--- src/rtl/uart_result_tx_if.sv ---
// Handshake bundle between the inference core / host-side logic and the result UART transmitter.
interface uart_result_tx_if #(
  parameter int NUM_CLASSES = 10,
  parameter int SCORE_W     = 32
) ();
  logic                           result_valid;
  logic                           result_ready;
  logic [3:0]                     result_class;
  logic [NUM_CLASSES*SCORE_W-1:0] result_scores;
  logic                           ack_valid;
  logic [7:0]                     ack_code;
  logic                           ack_dropped;
  logic                           tx;
  logic                           busy;
  logic                           frame_done;

  modport master (
    output result_valid, result_class, result_scores, ack_valid, ack_code,
    input  result_ready, ack_dropped, tx, busy, frame_done
  );

  modport slave (
    input  result_valid, result_class, result_scores, ack_valid, ack_code,
    output result_ready, ack_dropped, tx, busy, frame_done
  );
endinterface

--- src/rtl/uart_result_tx.sv ---
// Result framer plus 8N1 serializer: sends DD 77 | class | scores | xor | 77 DD, and single ack bytes.
module uart_result_tx #(
  parameter int CLK_FREQ    = 100_000_000,
  parameter int BAUD        = 115_200,
  parameter int NUM_CLASSES = 10,
  parameter int SCORE_W     = 32
) (
  input logic             clk,
  input logic             rst,
  uart_result_tx_if.slave bus
);

  localparam int CLKS_PER_BIT = CLK_FREQ / BAUD;
  localparam int CNT_W        = (CLKS_PER_BIT > 1) ? $clog2(CLKS_PER_BIT) : 1;
  localparam int BPW          = SCORE_W / 8;
  localparam int NUM_BYTES    = NUM_CLASSES * BPW;
  localparam int IDX_W        = $clog2(NUM_BYTES + 1);

  typedef enum logic [3:0] {
    S_IDLE, S_SOF1, S_SOF2, S_CLASS, S_SCORES, S_CSUM, S_EOF1, S_EOF2, S_ACK
  } state_e;

  state_e           state_q, state_d;
  logic [IDX_W-1:0] idx_q, idx_d;
  logic [7:0]       csum_q, csum_d;
  logic [3:0]       class_q, class_d;
  logic [7:0]       sbuf_q [NUM_BYTES];
  logic [7:0]       sbuf_d [NUM_BYTES];
  logic             inflight_q, inflight_d;
  logic             ack_full_q, ack_full_d;
  logic [7:0]       ack_code_q, ack_code_d;
  logic             ack_dropped_q, ack_dropped_d;
  logic             tx_q, tx_d;
  logic             ser_busy_q, ser_busy_d;
  logic [8:0]       sh_q, sh_d;
  logic [3:0]       bit_q, bit_d;
  logic [CNT_W-1:0] cnt_q, cnt_d;
  logic             eof_q, eof_d;

  logic       capture, result_ready, stop_end, ser_ready, frame_done;
  logic       load, eof_load, ack_load;
  logic [7:0] load_byte;

  assign result_ready = (state_q == S_IDLE) && !inflight_q;
  assign capture      = bus.result_valid && result_ready;
  assign stop_end     = ser_busy_q && (bit_q == 4'd9) && (cnt_q == CNT_W'(CLKS_PER_BIT - 1));
  // The next byte loads on the stop bit's final cycle, so bytes sit exactly 10 bit times apart.
  assign ser_ready    = !ser_busy_q || stop_end;
  assign frame_done   = stop_end && eof_q;

  // Score bytes are laid out in wire order at capture: class 0 first, each word MS byte first.
  always_comb begin
    // NOTE: every combinational output gets a default before any branch, so no latch is inferred.
    class_d = class_q;
    sbuf_d  = sbuf_q;
    if (capture) begin
      class_d = bus.result_class;
      for (int i = 0; i < NUM_BYTES; i++) begin
        sbuf_d[i] = bus.result_scores[(i / BPW) * SCORE_W + (BPW - 1 - (i % BPW)) * 8 +: 8];
      end
    end
  end

  always_comb begin
    state_d   = state_q;
    idx_d     = idx_q;
    csum_d    = csum_q;
    load      = 1'b0;
    load_byte = 8'h00;
    eof_load  = 1'b0;
    ack_load  = 1'b0;
    unique case (state_q)
      S_IDLE: begin
        if (capture)         state_d = S_SOF1;
        else if (ack_full_q) state_d = S_ACK;
      end
      S_SOF1: if (ser_ready) begin
        load = 1'b1; load_byte = 8'hDD; state_d = S_SOF2;
      end
      S_SOF2: if (ser_ready) begin
        load = 1'b1; load_byte = 8'h77; state_d = S_CLASS;
      end
      S_CLASS: if (ser_ready) begin
        load = 1'b1; load_byte = {4'h0, class_q};
        csum_d = {4'h0, class_q};
        idx_d = '0; state_d = S_SCORES;
      end
      S_SCORES: if (ser_ready) begin
        load = 1'b1; load_byte = sbuf_q[idx_q];
        csum_d = csum_q ^ sbuf_q[idx_q];
        if (idx_q == IDX_W'(NUM_BYTES - 1)) state_d = S_CSUM;
        else                                idx_d   = idx_q + IDX_W'(1);
      end
      S_CSUM: if (ser_ready) begin
        load = 1'b1; load_byte = csum_q; state_d = S_EOF1;
      end
      S_EOF1: if (ser_ready) begin
        load = 1'b1; load_byte = 8'h77; state_d = S_EOF2;
      end
      S_EOF2: if (ser_ready) begin
        load = 1'b1; load_byte = 8'hDD; eof_load = 1'b1; state_d = S_IDLE;
      end
      S_ACK: if (ser_ready) begin
        load = 1'b1; load_byte = ack_code_q; ack_load = 1'b1; state_d = S_IDLE;
      end
      default: state_d = S_IDLE;
    endcase
  end

  // Single-entry ack slot: a slot being drained this cycle may take a fresh ack.
  always_comb begin
    ack_full_d    = ack_full_q;
    ack_code_d    = ack_code_q;
    ack_dropped_d = 1'b0;
    inflight_d    = inflight_q;
    if (ack_load) ack_full_d = 1'b0;
    if (bus.ack_valid) begin
      if (!ack_full_q || ack_load) begin
        ack_full_d = 1'b1;
        ack_code_d = bus.ack_code;
      end else begin
        ack_dropped_d = 1'b1;
      end
    end
    if (capture)         inflight_d = 1'b1;
    else if (frame_done) inflight_d = 1'b0;
  end

  // Serializer: sh_q holds {stop, data}; tx_q already drives the bit being timed.
  always_comb begin
    ser_busy_d = ser_busy_q;
    sh_d       = sh_q;
    bit_d      = bit_q;
    cnt_d      = cnt_q;
    tx_d       = tx_q;
    eof_d      = eof_q;
    if (ser_busy_q) begin
      if (cnt_q == CNT_W'(CLKS_PER_BIT - 1)) begin
        cnt_d = '0;
        if (bit_q == 4'd9) begin
          ser_busy_d = 1'b0;
          tx_d       = 1'b1;
          eof_d      = 1'b0;
        end else begin
          tx_d  = sh_q[0];
          sh_d  = {1'b1, sh_q[8:1]};
          bit_d = bit_q + 4'd1;
        end
      end else begin
        cnt_d = cnt_q + CNT_W'(1);
      end
    end
    if (load) begin
      ser_busy_d = 1'b1;
      tx_d       = 1'b0;
      sh_d       = {1'b1, load_byte};
      bit_d      = 4'd0;
      cnt_d      = '0;
      eof_d      = eof_load;
    end
  end

  // NOTE: sequential state uses non-blocking assignments so every flop samples pre-edge values.
  always_ff @(posedge clk) begin
    if (rst) begin
      state_q       <= S_IDLE;
      idx_q         <= '0;
      csum_q        <= '0;
      inflight_q    <= 1'b0;
      ack_full_q    <= 1'b0;
      ack_code_q    <= '0;
      ack_dropped_q <= 1'b0;
      tx_q          <= 1'b1;
      ser_busy_q    <= 1'b0;
      sh_q          <= '1;
      bit_q         <= '0;
      cnt_q         <= '0;
      eof_q         <= 1'b0;
    end else begin
      state_q       <= state_d;
      idx_q         <= idx_d;
      csum_q        <= csum_d;
      inflight_q    <= inflight_d;
      ack_full_q    <= ack_full_d;
      ack_code_q    <= ack_code_d;
      ack_dropped_q <= ack_dropped_d;
      tx_q          <= tx_d;
      ser_busy_q    <= ser_busy_d;
      sh_q          <= sh_d;
      bit_q         <= bit_d;
      cnt_q         <= cnt_d;
      eof_q         <= eof_d;
    end
  end

  // NOTE: the capture buffer is left unreset; it is always written before it is read.
  always_ff @(posedge clk) begin
    class_q <= class_d;
    sbuf_q  <= sbuf_d;
  end

  assign bus.result_ready = result_ready;
  assign bus.ack_dropped  = ack_dropped_q;
  assign bus.tx           = tx_q;
  assign bus.busy         = (state_q != S_IDLE) || ser_busy_q || ack_full_q || inflight_q;
  assign bus.frame_done   = frame_done;

endmodule

--- src/flat_wrapper.sv ---
// flat-port wrapper written by rule: the top's interface ports become plain ports
module uart_result_tx_flat 
#(
  parameter int CLK_FREQ    = 100_000_000,
  parameter int BAUD        = 115_200,
  parameter int NUM_CLASSES = 10,
  parameter int SCORE_W     = 32
)
  (clk, rst, bus_result_valid, bus_result_class, bus_result_scores, bus_ack_valid, bus_ack_code, bus_result_ready, bus_ack_dropped, bus_tx, bus_busy, bus_frame_done);
  uart_result_tx_if #(.NUM_CLASSES(NUM_CLASSES), .SCORE_W(SCORE_W)) bus_i ();
  input logic clk;
  input logic rst;
  input wire logic [$bits(bus_i.result_valid)-1:0] bus_result_valid;
  input wire logic [$bits(bus_i.result_class)-1:0] bus_result_class;
  input wire logic [$bits(bus_i.result_scores)-1:0] bus_result_scores;
  input wire logic [$bits(bus_i.ack_valid)-1:0] bus_ack_valid;
  input wire logic [$bits(bus_i.ack_code)-1:0] bus_ack_code;
  output wire logic [$bits(bus_i.result_ready)-1:0] bus_result_ready;
  output wire logic [$bits(bus_i.ack_dropped)-1:0] bus_ack_dropped;
  output wire logic [$bits(bus_i.tx)-1:0] bus_tx;
  output wire logic [$bits(bus_i.busy)-1:0] bus_busy;
  output wire logic [$bits(bus_i.frame_done)-1:0] bus_frame_done;
  assign bus_i.result_valid = bus_result_valid;
  assign bus_i.result_class = bus_result_class;
  assign bus_i.result_scores = bus_result_scores;
  assign bus_i.ack_valid = bus_ack_valid;
  assign bus_i.ack_code = bus_ack_code;
  assign bus_result_ready = bus_i.result_ready;
  assign bus_ack_dropped = bus_i.ack_dropped;
  assign bus_tx = bus_i.tx;
  assign bus_busy = bus_i.busy;
  assign bus_frame_done = bus_i.frame_done;
  uart_result_tx #(.CLK_FREQ(CLK_FREQ), .BAUD(BAUD), .NUM_CLASSES(NUM_CLASSES), .SCORE_W(SCORE_W)) u_core (.clk(clk), .rst(rst), .bus(bus_i));
endmodule
--- config.mk ---
export PLATFORM = sky130hd
export DESIGN_NAME = uart_result_tx_flat
export DESIGN_NICKNAME = d
export VERILOG_FILES = /design/src/rtl/uart_result_tx_if.sv /design/src/rtl/uart_result_tx.sv /design/src/flat_wrapper.sv
export SDC_FILE = /design/constraint.sdc
export NUM_CORES = 1
export LEC_CHECK = 0
export ABC_CLOCK_PERIOD_IN_PS = 12200
export BUFFER_PORTS_ARGS = -buffer_cell sky130_fd_sc_hd__clkbuf_2
export CAP_MARGIN = 25
export CORE_MARGIN = 3
export CORE_UTILIZATION = 58
export CTS_CLUSTER_DIAMETER = 50
export DETAILED_ROUTE_END_ITERATION = 6
export PLACE_DENSITY = 0.85
export SLEW_MARGIN = 20
export SYNTH_ARGS = -nofsm -noshare
export SYNTH_HDL_FRONTEND = slang
export SYNTH_SLANG_ARGS = --single-unit
export TNS_END_PERCENT = 100
--- constraint.sdc ---
create_clock -name clk -period 12.2 [get_ports clk]
set_clock_uncertainty 0.05 [all_clocks]
set_input_delay 0.61 -clock clk [delete_from_list [all_inputs] [get_ports clk]]
set_output_delay 0.61 -clock clk [all_outputs]
set_load 0.02 [all_outputs]
=== Word-level counts from Yosys, hierarchy flattened ===
Cells that the tools add are included.

* Equality and inequality tests: 22
* Bitwise operators: 4
* Add/sub/neg operators: 3
* Muxes and demuxes: 55
* Reduce and logical (&&, ||, !) cells: 34
* Magnitude comparators: 1

{| class="wikitable"
|+ Operators by type and width
! kind !! count
|-
| 8-bit two-way mux || 12
|-
| 8-bit binary-select mux with 6-bit select || 1
|-
| 8-bit one-hot mux with 6 select lines || 1
|-
| 4-bit two-way mux || 11
|-
| 4-bit one-hot mux with 8 select lines || 1
|-
| 1-bit two-way mux || 22
|-
| 6-bit two-way mux || 3
|-
| 2-bit by 1-bit inequality test with 1-bit output, second input constant || 9
|-
| 4-bit by 3-bit equality test with 1-bit output, second input constant || 4
|-
| 8-bit one-hot mux with 2 select lines || 1
|-
| 6-bit one-hot mux with 2 select lines || 1
|-
| 3-bit AND reduction || 4
|-
| 10-bit by 1-bit adder with 10-bit output, second input constant || 1
|-
| 10-bit equality test, second input constant || 1
|-
| 10-bit two-way mux || 1
|-
| 2-bit nonzero test || 5
|-
| 2-bit OR reduction || 5
|-
| 9-bit AND reduction || 1
|-
| 4-bit by 2-bit equality test with 1-bit output, second input constant || 2
|-
| 4-bit equality test, second input constant || 2
|-
| 8-bit OR reduction || 1
|-
| 8-bit bitwise XOR || 1
|-
| 7-bit greater-or-equal comparator, second input constant || 1
|-
| 7-bit two-way mux || 1
|-
| 15 further kinds || 27
|}

* Bits of input ports: 336
* Output and inout bits: 5
* Bits in registers: 378
* Logic and storage cells: 173

=== Longest topological paths before layout ===
* Word-level depth: 9
* Gate-level depth with buffers: 10
* Depth with buffers taken out: 8

=== Worst setup path before layout ===
No wires, ideal clock.

* Path kind: flip-flop to flip-flop
* From: register u_core.state_q[0]
* To: register u_core.state_q[0]
* Setup time: 104 ps
* Clock period less this slack: 7922 ps
* Stages on the path, launching flop included: 7
* Data required time: 12046 ps
* Arrival time: 7768 ps
* Buffers on the path: 1
* Path slack: 4278 ps
* Cells stage by stage: dfxtp_1 > clkbuf_1 > nor3_1 > nand3_1 > inv_1 > nor3_1 > nor3_1

* Cells in the longest elaborated chain, start to end: 5
* Elaborated cells between the ends (all ways): 24
* Those cells by class: eq/ne: 17; mux: 2; reduce/logical: 5

{| class="wikitable"
|+ Ends and longest elaborated chain
! item !! RTL line !! source
|-
| start: declaration || uart_result_tx.sv:23 || <nowiki>state_e state_q, state_d;</nowiki>
|-
| start signal: assignment || uart_result_tx.sv:180 || <nowiki>state_q <= state_d;</nowiki>
|-
| 4-bit zero test * || uart_result_tx.sv:44 || <nowiki>assign result_ready = (state_q == S_IDLE) && !inflight_q;</nowiki>
|-
| 1-bit logical AND * || uart_result_tx.sv:44 ||
|-
| 1-bit logical AND * || uart_result_tx.sv:45 || <nowiki>assign capture = bus.result_valid && result_ready;</nowiki>
|-
| via u_core.capture || uart_result_tx.sv:40 || <nowiki>logic capture, result_ready, stop_end, ser_ready, frame_done;</nowiki>
|-
| 3-bit by 1-bit inequality test with 1-bit output (no line) / 4-bit two-way mux (equally long branches) || n/a ||
|-
| 9-bit AND reduction (no line) / 4-bit one-hot mux with 8 select lines (equally long branches) || n/a ||
|}

The timed path passes the listed nets; every way through them passes the cells marked *.
A chain may end at the register's enable or synchronous reset.

=== Worst setup path in the final report ===
* From: register u_core.state_q[0]
* To: register u_core.sbuf_q[39] in the netlist's numbering (enable)

* Cells in the longest elaborated chain, start to end: 3

{| class="wikitable"
|+ Ends and longest elaborated chain
! item !! RTL line !! source
|-
| 4-bit zero test || uart_result_tx.sv:44 ||
|-
| 1-bit logical AND || uart_result_tx.sv:44 ||
|-
| 1-bit logical AND || uart_result_tx.sv:45 ||
|-
| via u_core.capture || uart_result_tx.sv:40 ||
|-
| end signal: assignment || uart_result_tx.sv:199 || <nowiki>sbuf_q <= sbuf_d;</nowiki>
|-
| end: declaration || uart_result_tx.sv:27 || <nowiki>logic [7:0] sbuf_q [NUM_BYTES];</nowiki>
|}

The timed path passes the listed nets, and every way through them passes these cells.

==> out/results.tsv <==
metric	value	unit
Syn. warnings	0	
vias in the first global route	9732	
Final period util	0.3036	
DRC Markers	0	
CTS H-tree depth	2	
Worst-Margin Slew	0.9244	ns
post-synth top area cell	edfxtp_1	
first-pass GRT wire length	55830	microns
CP Launch Type	flip-flop	
Tot GR Track Use	0.2595	
Max rail drop VDD	0.1582	mV
Synth Register Bits	378	
CTS tree	done	
Clock Sink Count	378	
DP HPWL	26280	microns
Post-synth ARST share	0	
core footprint	0.02562	sq mm
HP Class	in2reg	
Routed WL	37280	microns
drt first-iter violations	839	
Relative slew margins	0.3837	
Syn Nets	1209	
most frequent cells in the layout	clkbuf_2, edfxtp_1, mux4_2, dfxtp_1, nor2_1	
Initial Util	0.5998	
Pwr Density	199.8	mW/mm^2
Crit Path Max Fanout	108	
Avg Vias per Cell	5.937	
number of max-cap violations	0	
post-route cell area	0.01861	sq mm
routed via count	9362	
hold_buf cts	0	
gr ovfl total	0	
Syn Area/Cell	17.68	sq um
Post-synth EDFFs	324	
synth unique cells	76	
Final TNS setup	0	ns
final hold violations	0	
input/output buffers	340	
synth top area cells	edfxtp_1, mux4_2, dfxtp_1	
Finish-stage setup viols	0	
RePlAce Congestion	0.8841	
clock latency on the worst-skew pair	0.54	ns
Final nets	1554	
Ports	341	
FP Rows	58	
largest net degree at the start of global routing	168	
commonest non-fill, non-tap cell in the layout	clkbuf_2	
Setup Buffers After CTS	0	
slack of the critical path	8.496	ns
Final ANT Viol Nets	0	
share of cells above drive strength 1	0.4029	
CP endpoint kind	flip-flop	
placed cell area	0.01722	sq mm
wire per inst	23.64	microns
Post-Synthesis Cells	869	
data required time of the worst path	12.31	ns
drt pass-1 iters	6	
post-CTS sizing	0	
initial antenna violation count	1	
clock slew at reported path FFs	0.06	ns
post-layout util	0.7263	
Period minus WS final	3.704	ns
Die Height	168.8	microns
Pins Over Slew Limit	0	
Clock Path Buffers	3	
die width	168.8	microns
area grow syn2layout	21.09	%
status	finished, final reports clean	
total CTS buffers	41	
RSZ-0062 raised after global routing	no	
sequential area share after synthesis	0.7036	
Critical Path AT	3.81	ns
post-synth top area share	0.6332	
prevailing post-synth register cell	edfxtp_1	
critical path class	reg2reg	
synthesized area	0.01536	sq mm
Leakage Power	0.006816	uW
Post-Place Setup Slack	7.862	ns
Die ar.	0.02848	sq mm
CTS root buf	clkbuf_16	
Fmax	0.2700	GHz
## registers in the layout (all words and copies together), names as in the netlist
register                cells
u_core.state_q              4
u_core.ack_code_q           8
u_core.inflight_q           1
u_core.bus.ack_dropped      1
u_core.ack_full_q           1
u_core.sbuf_q             320
u_core.bus.tx               1
u_core.idx_q                6
u_core.bit_q                4
u_core.cnt_q               10
u_core.csum_q               8
u_core.eof_q                1
u_core.class_q              4
u_core.sh_q                 8
u_core.ser_busy_q           1
## metrics by stage
step                std cells  total power [uW]  hold slack, ns
global route             1577              3860          0.1748
floorplan                 869              2409          0.3842
detailed placement       1498              2528          0.4226
global placement         1498              2486          0.4129
finish                   1577              3717          0.1864
CTS                      1573              3719          0.1685
## layer usage
metal | global-route usage | vias up | wire (microns)
met5 | 0 | - | 0
met4 | 0.07862 | 0 | 986
li1 | - | 4224 | -
met2 | 0.4605 | 450 | 19970
met1 | 0.3307 | 4617 | 13650
met3 | 0.04461 | 71 | 2670
## power by group
part	leakage, uW	internal [uW]	switching (uW)
Clock	0.000631	687	512
Combinational	0.00270	238	367
Sequential	0.00349	1800	116
Total	0.00682	2720	994
## layout make-up
class                   instances  area, sq um
diodes                          1        2.502
clock buffers                  50         1081
clock inverters                25        235.2
fillers                      1561         7012
inverters                      10        45.04
multi-input cells             434         4198
flip-flops and latches        378        10820
well taps                     330        412.9
repair buffers                349         1809
## path summary, 6_finish.rpt
path,startpoint,endpoint,slack [ns],depth (start not counted)
worst max-delay path,u_core.state_q[0],u_core.sbuf_q[39],8.50,6
worst min-delay path,bus_result_scores[199],u_core.sbuf_q[103],0.19,1
worst max register to register,u_core.state_q[0],u_core.sbuf_q[39],8.50,6
worst min register to register,u_core.sh_q[2],u_core.sh_q[2],0.44,2
## kinds of logic after synthesis
logic type / share of synthesized area
AO/OA/AOI/OAI: 0.05253
AND/OR/NAND/NOR: 0.06148
XOR/XNOR: 0.009690
buffers and inverters: 0.02321
adder cells (fa/ha/maj): 0.003257
flip-flops: 0.7036
multiplexers: 0.1463
## cell usage after synthesis, types with 10 or more instances
master    instances
nor2_1           48
mux4_2           62
mux2i_1          28
nor3_1           14
a21oi_1          25
clkbuf_1         18
mux4_1           17
dfxtp_1          54
edfxtp_1        324
xor2_1           10
o21ai_0          11
mux2_2           11
nand3_1          16
nand2_1          35
## critical path: stages (launching register included)
cell	delay, ns
dfxtp_1	0.51
nor3_1	0.38
nand3_1	0.29
inv_8	0.38
buf_16	0.43
buf_4	0.39
buf_4	0.76
Note: power is estimated with default switching activity, not from simulation.
